--- src/rtl/timer_tick_sched_if.sv ---
// rtl/timer_tick_sched_if.sv - Avalon-MM link between the tick scheduler and the interval timer slave
interface timer_tick_sched_if;
  logic        tmr_irq;
  logic [15:0] tmr_readdata;
  logic [3:0]  tmr_address;
  logic        tmr_chipselect;
  logic        tmr_write_n;
  logic [15:0] tmr_writedata;

  modport master (
    input  tmr_irq,
    input  tmr_readdata,
    output tmr_address,
    output tmr_chipselect,
    output tmr_write_n,
    output tmr_writedata
  );

  modport slave (
    output tmr_irq,
    output tmr_readdata,
    input  tmr_address,
    input  tmr_chipselect,
    input  tmr_write_n,
    input  tmr_writedata
  );
endinterface

--- src/rtl/timer_tick_sched.sv ---
// rtl/timer_tick_sched.sv - interval timer service master with divided tick fan-out (optional TIMER_TICK_SCHED_VERIFY_EN)
module timer_tick_sched #(
  parameter int NUM_CH = 4,
  parameter int DIV_W  = 8
) (
  input  logic                    clk,
  input  logic                    reset_n,
  timer_tick_sched_if.master      tmr,
  input  logic                    enable,
  input  logic [NUM_CH*DIV_W-1:0] ch_div,
  output logic [NUM_CH-1:0]       ch_tick,
  output logic [31:0]             tick_count,
  output logic                    busy
);

  typedef enum logic [2:0] {
    S_INIT,
    S_IDLE,
    S_CLR,
    S_WAIT,
    S_DISPATCH,
    S_VERIFY,
    S_VERIFY_CAP
  } state_t;

  state_t            r_state;
  state_t            w_next;

  logic              r_cs;
  logic              r_write_n;
  logic [3:0]        r_address;
  logic [15:0]       r_writedata;
  logic              r_busy;
  logic [NUM_CH-1:0] r_ch_tick;
  logic [31:0]       r_tick_count;
  logic [DIV_W-1:0]  r_cnt [NUM_CH];

  logic              w_cs;
  logic              w_write_n;
  logic [3:0]        w_address;
  logic [15:0]       w_writedata;
  logic              w_dispatch;
  logic [DIV_W-1:0]  w_div [NUM_CH];

`ifdef TIMER_TICK_SCHED_VERIFY_EN
  // Readdata lags the read address by one cycle, so VERIFY_CAP spends one
  // cycle with the read on the bus and samples on its second cycle.
  logic              r_cap_phase;
`else
  logic              w_unused_rdata;
  assign w_unused_rdata = ^tmr.tmr_readdata;
`endif

  // Unpack the flat divisor bus into one divisor per channel.
  always_comb begin
    for (int i = 0; i < NUM_CH; i++) begin
      w_div[i] = ch_div[i*DIV_W +: DIV_W];
    end
  end

  // State register.
  always_ff @(posedge clk or negedge reset_n) begin
    if (!reset_n) begin
      r_state <= S_INIT;
    end else begin
      r_state <= w_next;
    end
  end

`ifdef TIMER_TICK_SCHED_VERIFY_EN
  // Toggle through the two VERIFY_CAP cycles; cleared everywhere else.
  always_ff @(posedge clk or negedge reset_n) begin
    if (!reset_n) begin
      r_cap_phase <= 1'b0;
    end else if (r_state == S_VERIFY_CAP) begin
      r_cap_phase <= ~r_cap_phase;
    end else begin
      r_cap_phase <= 1'b0;
    end
  end
`endif

  // Next state and the bus access to launch on the coming cycle.
  always_comb begin
    w_next      = r_state;
    w_cs        = 1'b0;
    w_write_n   = 1'b1;
    w_address   = 4'd0;
    w_writedata = 16'h0000;
    w_dispatch  = 1'b0;
    case (r_state)
      S_INIT: begin
        // Control register: ITO | START.
        w_cs        = 1'b1;
        w_write_n   = 1'b0;
        w_address   = 4'd1;
        w_writedata = 16'h0005;
`ifdef TIMER_TICK_SCHED_VERIFY_EN
        w_next      = S_VERIFY;
`else
        w_next      = S_IDLE;
`endif
      end
      S_IDLE: begin
        if (tmr.tmr_irq) begin
          // Status register write of zero clears TO; lands in the CLR cycle.
          w_cs      = 1'b1;
          w_write_n = 1'b0;
          w_next    = S_CLR;
        end
      end
      S_CLR:      w_next = S_WAIT;
      S_WAIT:     w_next = S_DISPATCH;
      S_DISPATCH: begin
        w_dispatch = enable;
        w_next     = S_IDLE;
      end
`ifdef TIMER_TICK_SCHED_VERIFY_EN
      S_VERIFY: begin
        w_cs   = 1'b1;
        w_next = S_VERIFY_CAP;
      end
      S_VERIFY_CAP: begin
        if (r_cap_phase) begin
          w_next = tmr.tmr_readdata[1] ? S_IDLE : S_INIT;
        end
      end
`endif
      default:    w_next = S_INIT;
    endcase
  end

  // Registered bus outputs and busy flag.
  always_ff @(posedge clk or negedge reset_n) begin
    if (!reset_n) begin
      r_cs        <= 1'b0;
      r_write_n   <= 1'b1;
      r_address   <= 4'd0;
      r_writedata <= 16'h0000;
      r_busy      <= 1'b1;
    end else begin
      r_cs        <= w_cs;
      r_write_n   <= w_write_n;
      r_address   <= w_address;
      r_writedata <= w_writedata;
      r_busy      <= (w_next != S_IDLE);
    end
  end

  // Base tick dispatch: tick counter and per-channel dividers.
  always_ff @(posedge clk or negedge reset_n) begin
    if (!reset_n) begin
      r_ch_tick    <= '0;
      r_tick_count <= 32'd0;
      for (int i = 0; i < NUM_CH; i++) begin
        r_cnt[i] <= '0;
      end
    end else begin
      r_ch_tick <= '0;
      if (w_dispatch) begin
        r_tick_count <= r_tick_count + 32'd1;
        for (int i = 0; i < NUM_CH; i++) begin
          if (w_div[i] == '0) begin
            r_cnt[i] <= '0;
          end else if (r_cnt[i] >= w_div[i] - DIV_W'(1)) begin
            // >= rather than == so a divisor lowered below the running
            // count fires on the next tick instead of wrapping around.
            r_ch_tick[i] <= 1'b1;
            r_cnt[i]     <= '0;
          end else begin
            r_cnt[i] <= r_cnt[i] + DIV_W'(1);
          end
        end
      end
    end
  end

  assign tmr.tmr_chipselect = r_cs;
  assign tmr.tmr_write_n    = r_write_n;
  assign tmr.tmr_address    = r_address;
  assign tmr.tmr_writedata  = r_writedata;
  assign ch_tick            = r_ch_tick;
  assign tick_count         = r_tick_count;
  assign busy               = r_busy;

endmodule

--- src/flat_wrapper.sv ---
// flat-port wrapper written by rule: the top's interface ports become plain ports
module timer_tick_sched_flat 
#(
  parameter int NUM_CH = 4,
  parameter int DIV_W  = 8
)
  (clk, reset_n, enable, ch_div, ch_tick, tick_count, busy, tmr_tmr_irq, tmr_tmr_readdata, tmr_tmr_address, tmr_tmr_chipselect, tmr_tmr_write_n, tmr_tmr_writedata);
  timer_tick_sched_if tmr_i ();
  input  logic clk;
  input  logic reset_n;
  input  logic enable;
  input  logic [NUM_CH*DIV_W-1:0] ch_div;
  output logic [NUM_CH-1:0] ch_tick;
  output logic [31:0] tick_count;
  output logic busy;
  input wire logic [$bits(tmr_i.tmr_irq)-1:0] tmr_tmr_irq;
  input wire logic [$bits(tmr_i.tmr_readdata)-1:0] tmr_tmr_readdata;
  output wire logic [$bits(tmr_i.tmr_address)-1:0] tmr_tmr_address;
  output wire logic [$bits(tmr_i.tmr_chipselect)-1:0] tmr_tmr_chipselect;
  output wire logic [$bits(tmr_i.tmr_write_n)-1:0] tmr_tmr_write_n;
  output wire logic [$bits(tmr_i.tmr_writedata)-1:0] tmr_tmr_writedata;
  assign tmr_i.tmr_irq = tmr_tmr_irq;
  assign tmr_i.tmr_readdata = tmr_tmr_readdata;
  assign tmr_tmr_address = tmr_i.tmr_address;
  assign tmr_tmr_chipselect = tmr_i.tmr_chipselect;
  assign tmr_tmr_write_n = tmr_i.tmr_write_n;
  assign tmr_tmr_writedata = tmr_i.tmr_writedata;
  timer_tick_sched #(.NUM_CH(NUM_CH), .DIV_W(DIV_W)) u_core (.clk(clk), .reset_n(reset_n), .tmr(tmr_i), .enable(enable), .ch_div(ch_div), .ch_tick(ch_tick), .tick_count(tick_count), .busy(busy));
endmodule
--- config.mk ---
export PLATFORM = sky130hd
export DESIGN_NAME = timer_tick_sched_flat
export DESIGN_NICKNAME = d
export VERILOG_FILES = /design/src/rtl/timer_tick_sched_if.sv /design/src/rtl/timer_tick_sched.sv /design/src/flat_wrapper.sv
export SDC_FILE = /design/constraint.sdc
export NUM_CORES = 1
export LEC_CHECK = 0
export CAP_MARGIN = 0
export CORE_MARGIN = 2
export CORE_UTILIZATION = 30
export CTS_CLUSTER_DIAMETER = 60
export DETAILED_ROUTE_END_ITERATION = 10
export GPL_TIMING_DRIVEN = 0
export PLACE_DENSITY = 0.57
export REMOVE_ABC_BUFFERS = 1
export SYNTH_ARGS = -nofsm -noshare
export SYNTH_HDL_FRONTEND = slang
export SYNTH_SLANG_ARGS = --single-unit
--- constraint.sdc ---
create_clock -name clk -period 5.7 [get_ports clk]
set_input_delay 1.14 -clock clk [delete_from_list [all_inputs] [get_ports clk]]
set_output_delay 1.14 -clock clk [all_outputs]
set_load 0.02 [all_outputs]
Word level (Yosys, flattened, before mapping)
Cells that the tools add are included.

storage, ports and cells
  register bits = 78
  bits of input ports = 52
  output and inout port bits = 59

cells by class
  add/subtract/negate cells = 9
  magnitude comparators = 4
  equal/unequal tests = 5
  multiplexer cells = 26
  reductions and logical operators = 6

operators with widths
  kind                     count
  $mux W8                  8
  $add A32 B1 Y32 const B  1
  $add A8 B1 Y8 const B    4
  $ge A8 B8 Y1             4
  $logic_not A8 Y1         4
  $sub A8 B1 Y8 const B    4
  $mux W1                  12
  $pmux W3 S4              1
  $eq A3 B2 Y1 const B     2
  $mux W3                  2
  $mux W4                  1
  $pmux W1 S2              2
  $eq A3 B1 Y1 const B     1
  $eq A3 B3 Y1 const B     1
  $logic_not A3 Y1         1
  $ne A3 B1 Y1 const B     1
  $reduce_or A2 Y1         1

Longest topological paths before layout
Gate-level depths: netlist of run 1.

  depth after elaboration = 5
  depth in mapped cells = 12
  gate-level depth less buffers = 11

Worst setup path before layout of run 1
No wires, ideal clock.

  kind = input-to-reg
  start = input ch_div[21]
  end = register u_core.r_cnt[14] (netlist bit)
  library setup time = 0.116 ns
  arrival time = 3.520 ns
  data required time = 5.584 ns
  slack = 2.064 ns
  cell stages on the path = 9
  buffers on the path = 0
  path through = or4_1 > nor2_1 > xnor2_1 > ha_1 > and3_1 > and3_1 > a211oi_2 > nand3_1 > o311ai_0

on the way
  word-level cells in the longest chain between the ends = 4

ends and longest elaborated chain
  item                             RTL line                 RTL
  from (decl)                      flat_wrapper.sv:12       input logic [NUM_CH*DIV_W-1:0] ch_div;
  $sub A8 B1 Y8                    timer_tick_sched.sv:165  end else if (r_cnt[i] >= w_div[i] - DIV_W'(1)) begin
  $ge A8 B8 Y1                     timer_tick_sched.sv:165
  $mux W8                          timer_tick_sched.sv:165
  $mux W8 (*)                      timer_tick_sched.sv:163  if (w_div[i] == '0) begin
  to (signal, indexed assignment)  timer_tick_sched.sv:171  r_cnt[i] <= r_cnt[i] + DIV_W'(1);
  to (decl)                        timer_tick_sched.sv:36   logic [DIV_W-1:0] r_cnt [NUM_CH];

Every way passes the cells marked *; elsewhere a longest branch is shown, timed or not.
A chain may end at the register's enable or synchronous reset.

Worst setup path in the final report of run 1
  start = input ch_div[19]
  end = register u_core.r_cnt[14] (netlist bit)

The elaborated chain is that of the path after synthesis.

==> results.cfg, run 1 <==
[route]
wl_per_cell_um = 12.9
first_iter_violations = 209
vias = 4027
firstDrtPassIters = 4
drc = 0
via_per_inst = 4.83
routed_wl_um = 10800
antenna_left = 0

[sta]
slew_headroom = 0.124
hold_viol_final = 0
worst_slew_pin_slew_ps = 1310
tns_ps = 0
fmax_mhz = 239
holdWs_ps = 464
post-route-period-util = 0.734
clock_skew_ps = 7.17
maxSlewViolCount = 0
period_needed_ps = 4180
rsz0062_at_grt = no
setup_viol = 0

[floorplan]
die_y_um = 132
coreArea_sq_mm = 0.0159
initial_core_util = 0.307
die_w_um = 132
ioPinCount = 111
rows = 46
die_area_sq_mm = 0.0174

[synthesis]
async_reset_ff_frac = 1.00
avgSynthCellArea_sq_um = 9.07
syn-cell-area_sq_mm = 0.00490
synth_top_flop_cell = dfrtp_1
yosysWarnings = 0
synth_area_leaders = dfrtp_1 37%, ha_1 11%, xnor2_1 6.3%
ys_ff_latch = 75
yosysTopAreaCell = dfrtp_1
synth.yosys.seq_area_share = 0.384
synthTopCellsByCount = 73 x dfrtp_1, 57 x nand2_1, 45 x ha_1
synth-edff-count = 0
synthDistinctLibCells = 46
synthCells = 540
synth.most_common_cell = dfrtp_1
synthDominantCellAreaShare = 0.373

[clocking]
post_cts_buffers = 0
cts_resized = 0
numClockSinks = 75
clk_latency_ps = 330
cts_hold_buffers = 0
cts-root-buf = clkbuf_16
cts_buffers = 9
cts_tree = done
ctsLongestPathBuffers = 2
htreeDepth = 3
clk_pin_slew_worst_paths_ps = 60

[setup_path]
end_kind = register
worstPathMaxFanout = 8
r2r_setup_slack_ps = 2980
worstReg2RegStart = u_core.r_state[1]$_DFF_PN0_
rr_endpoint = u_core.tick_count[28]$_DFFE_PN0P_
worst_ep_required_time_ps = 5920
critPathLaunchType = input port
critical_path_class = in -> reg
worstPathArrival_ps = 4400
rr_worst_depth = 5

[job]
max_cap_violations = 0

[grt]
grt-ovfl-total = 0
busiest_layer = met2
grtUsageMet1 = 0.164
grt_pass1_wl_um = 18700
use_met3 = 0.0338
grt_max_degree = 41
antenna_found_initial = 0
first_global_vias = 3979
gr-usage-all-layers = 0.127
grtUsageMet2 = 0.211

[finish]
area_growth_pct = 24.1
drive_gt1_frac = 0.0438
final_area_sq_mm = 0.00608
post-route-util = 0.381
instances_no_fill = 833
insertedDiodeCount = 0
final_nets = 709

[power_and_ir_drop]
clkPwrFrac = 0.274
power.switching_mw = 0.695
swShare = 0.365
p_leak_nw = 2.62
power.internal_mw = 1.21
ir_worst_vdd_mv = 0.137
powerDensity_mw_per_mm2 = 313
pwr-share-seq = 0.408
pwr-share-comb = 0.318

[placed_design]
dp.cells = 817
dp_hpwl_um = 7950
numPortBuffers = 77
gp_congestion = 0.734
place_area_sq_mm = 0.00581

[hold_path]
worstHoldStart = u_core.tick_count[31]$_DFFE_PN0P_
min_to = u_core.tick_count[31]$_DFFE_PN0P_
holdPathStages = 1
hp-class = reg -> reg

[status]
status = complete, no violations
logic make-up (layout without fill, tap and decap cells):
kind of cell,Yosys count,count (layout),synth area share
flops,75,75,0.384
buf+inv,70,131,0.0713
other cells,1,17,0.000766
fa+ha+maj,45,45,0.115
mux,5,5,0.0102
compound gates,79,79,0.100
xor+xnor,55,55,0.0984
simple gates,210,210,0.220
critical path: stages:
cell and delay, ps:
clkdlybuf4s50_1 460, or4_1 580, nor2_1 140, xnor2_1 140, ha_1 250, and3_1 190
and3_1 200, a211oi_2 550, nand3_1 350, o311ai_0 390
power by group through the flow:
| stage | Clock (mW) | Combinational (mW) | Sequential (mW) |
|---|---|---|---|
| after detailed placement | 0 | 0.608 | 0.785 |
| after global placement | 0 | 0.581 | 0.779 |
| after global routing | 0.558 | 0.700 | 0.799 |
| final | 0.522 | 0.605 | 0.777 |
| after floorplan | 0 | 0.373 | 0.789 |
| after CTS | 0.538 | 0.610 | 0.776 |
worst max-delay path by stage:
stage	end	slack (ps)	cells after the start	start
finish	u_core.r_cnt[14]$_DFFE_PN0P_	1520	10	ch_div[19]
global route	u_core.r_cnt[14]$_DFFE_PN0P_	1240	10	ch_div[19]
CTS	u_core.r_cnt[14]$_DFFE_PN0P_	1530	10	ch_div[19]
detailed placement	u_core.r_cnt[14]$_DFFE_PN0P_	1180	10	ch_div[19]
global placement	u_core.r_cnt[12]$_DFFE_PN0P_	790	1	reset_n
floorplan	u_core.r_cnt[14]$_DFFE_PN0P_	2060	9	ch_div[21]
stage by stage:
step                      total power [mW]  worst slack (ps)
after global placement                1.36               790
final                                 1.90              1520
after detailed placement              1.39              1180
after floorplan                       1.16              2060
after global routing                  2.06              1240
after CTS                             1.92              1530
area by class of cell:
cell class                 count  area (sq um)
fill                        1608          9870
multi-input combinational    411          2730
sequential                    75          1880
timing repair buffer          78           788
tap                          216           270
clock buffer                  10           229
inverter                      37           139
clock inverter                 6          41.3
placed cells by master (no fill, tap or decap), drive strengths merged, types with 4 or more instances in the layout:
master	n
a211oi	5
a21oi	10
a31oi	17
and3	16
clkbuf	10
clkdlybuf4s50	76
conb	17
dfrtp	73
ha	45
inv	38
mux2i	5
nand2	57
nand2b	4
nand3	28
nand3b	6
nand4	17
nor2	38
nor2b	9
nor3	11
nor4	6
o211ai	4
o21ai	28
o22ai	8
or3	5
xnor2	35
xor2	20
state kept, by name, indices dropped and copies added (netlist names):
name and flops:
u_core.busy 1, u_core.tick_count 32, u_core.ch_tick 4, u_core.tmr.tmr_write_n 1, u_core.tmr.tmr_writedata 1, u_core.r_cnt 32
u_core.r_state 3, u_core.tmr.tmr_chipselect 1
layer usage:
layer / part of all wire / up-vias
met4: 0.0071 / 0
li1: - / 2011
met3: 0.050 / 8
met1: 0.48 / 1930
met2: 0.46 / 78
met5: 0 / -
(Power assumes the default switching activity.)
==> inputs of run 2 (changes only) <==
--- a/config.mk
+++ b/config.mk
@@ -11,7 +11,7 @@
 export CTS_CLUSTER_DIAMETER = 60
 export DETAILED_ROUTE_END_ITERATION = 10
 export GPL_TIMING_DRIVEN = 0
-export PLACE_DENSITY = 0.57
+export PLACE_DENSITY = 0.59
 export REMOVE_ABC_BUFFERS = 1
 export SYNTH_ARGS = -nofsm -noshare
 export SYNTH_HDL_FRONTEND = slang
==> constraint.sdc (replaced) <==
create_clock -name clk -period 3.5 [get_ports clk]
set_input_delay 0.7 -clock clk [delete_from_list [all_inputs] [get_ports clk]]
set_output_delay 0.7 -clock clk [all_outputs]
set_load 0.02 [all_outputs]
==> results.cfg, run 2 (synthesized netlist as in run 1, its figures left out) <==
[sta]
maxSlewViolCount = 0
hold_viol_final = 0
clock_skew_ps = 6.47
setup_viol = 0
period_needed_ps = 3300
post-route-period-util = 0.942
setup_ws_ps = 202
worst_slew_pin_slew_ps = 1250
holdWs_ps = 297
rsz0062_at_grt = no
slew_headroom = 0.162
fmax_mhz = 303

[power_and_ir_drop]
clkPwrFrac = 0.290
power.switching_mw = 1.18
ir_worst_vdd_mv = 0.253
power.internal_mw = 2.08
pwr-share-comb = 0.321
swShare = 0.362
pwr-share-seq = 0.389
total_power_mw = 3.25
powerDensity_mw_per_mm2 = 525
p_leak_nw = 2.66

[setup_path]
critPathLaunchType = input port
worstPathArrival_ps = 3530
r2r_setup_slack_ps = 750
end_kind = register
rr_worst_depth = 5
cp-startpoint = ch_div[19]
worst_ep_required_time_ps = 3730
rr_endpoint = u_core.tick_count[24]$_DFFE_PN0P_
cp-endpoint = u_core.r_cnt[14]$_DFFE_PN0P_
critical_path_class = in -> reg
worstReg2RegStart = u_core.r_state[1]$_DFF_PN0_
worstPathMaxFanout = 7

[clocking]
clk_latency_ps = 330
cts_hold_buffers = 0
ctsLongestPathBuffers = 2
htreeDepth = 3
cts-root-buf = clkbuf_16
clk_pin_slew_worst_paths_ps = 60
cts_tree = done
numClockSinks = 75
cts_buffers = 9

[grt]
grt_pass1_wl_um = 18200
grt_max_degree = 48
antenna_found_initial = 0
gr-usage-all-layers = 0.124
grt-ovfl-total = 0
first_global_vias = 3970

[finish]
layout.cells.most_common_list = 76 x clkdlybuf4s50_1, 73 x dfrtp_1, 57 x nand2_1, 45 x ha_1, 38 x nor2_1
area_growth_pct = 26.4
final_nets = 710
insertedDiodeCount = 0
mostFrequentLayoutCell = clkdlybuf4s50_1
drive_gt1_frac = 0.0566

[floorplan]
coreArea_sq_mm = 0.0159
initial_core_util = 0.307
ioPinCount = 111
die_y_um = 132
die_area_sq_mm = 0.0174
die_w_um = 132
rows = 46

[route]
drc = 0
firstDrtPassIters = 6
routed_wl_um = 10500
via_per_inst = 4.81
first_iter_violations = 174
antenna_left = 0
vias = 4010
wl_per_cell_um = 12.6

[job]
max_cap_violations = 0

[hold_path]
hp-class = in -> async

[placed_design]
dp_hpwl_um = 7960
pre_cts_slack_ps = -599
numPortBuffers = 77
gp_congestion = 0.764

[status]
status = complete, no violations
## run 2: cell count changes in the layout (fill, tap and decap cells not counted), sizes merged
cell	change
clkinvlp	-1
inv	+2
buf	+1
clkbuf	-1
bufinv	+1
clkinv	-1
## run 2: per-layer routing
| metal | GRT usage | part of all wire | up-vias |
|---|---|---|---|
| li1 | - | - | 1998 |
| met1 | 0.153 | 0.45 | 1916 |
| met2 | 0.218 | 0.50 | 88 |
| met3 | 0.0296 | 0.039 | 8 |
| met4 | 0.0266 | 0.0085 | 0 |
| met5 | 0 | 0 | - |
## run 2: how the worst min path moves through the flow
stage,depth (start not counted),to,slack [ps],start
2_1_floorplan,0,u_core.ch_tick[0]$_DFF_PN0_,400,reset_n
3_3_place_gp,1,u_core.tick_count[31]$_DFFE_PN0P_,460,u_core.tick_count[31]$_DFFE_PN0P_
3_5_place_dp,1,u_core.tick_count[31]$_DFFE_PN0P_,470,u_core.tick_count[31]$_DFFE_PN0P_
4_1_cts,1,u_core.tick_count[5]$_DFFE_PN0P_,300,reset_n
5_1_grt,1,u_core.tick_count[6]$_DFFE_PN0P_,310,reset_n
6_report,1,u_core.tick_count[6]$_DFFE_PN0P_,300,reset_n
## run 2: cell type report
class | instances | area (sq um)
inverters | 37 | 139
fillers | 1598 | 9750
multi-input cells | 411 | 2790
flip-flops and latches | 75 | 1880
clock inverters | 7 | 82.6
repair buffers | 79 | 803
well taps | 216 | 270
clock buffers | 9 | 225
## run 2: power groups by stage
stage	sequential, mW	combinational, mW	clock, mW
after floorplan	1.29	0.607	0
after global placement	1.27	0.942	0
after detailed placement	1.28	0.993	0
after CTS	1.27	1.01	0.969
after global routing	1.30	1.20	1.01
final	1.26	1.04	0.944
## run 2: worst max-delay path, stage by stage
cell and delay, ps:
clkdlybuf4s50_1 470, or4_4 560, nor2_1 130, xnor2_1 140, ha_1 260, and3_1 190
and3_1 220, a211oi_4 340, nand3_2 200, o311ai_1 320
## run 2: repair_timing
action,4_1_cts,5_1_grt
resized for setup,4,6
buffers inserted,0,1
pin swaps,1,2
endpoints found under the setup margin,15,23
## run 2: stage by stage
step	instances	setup TNS (ps)	utilization	cell area [sq um]
detailed placement	817	-9440	0.365	5810
CTS	833	0	0.385	6140
finish	834	0	0.388	6190
global route	834	0	0.388	6190
floorplan	523	0	-	4750
global placement	816	-73120	0.363	5790
==> inputs of run 3 (changes only) <==
--- a/config.mk
+++ b/config.mk
@@ -8,7 +8,6 @@
 export CAP_MARGIN = 0
 export CORE_MARGIN = 2
 export CORE_UTILIZATION = 30
-export CTS_CLUSTER_DIAMETER = 60
 export DETAILED_ROUTE_END_ITERATION = 10
 export GPL_TIMING_DRIVEN = 0
 export PLACE_DENSITY = 0.59
==> results of run 3 <==
The final DEF is identical to that of run 2; final timing and power are the same.
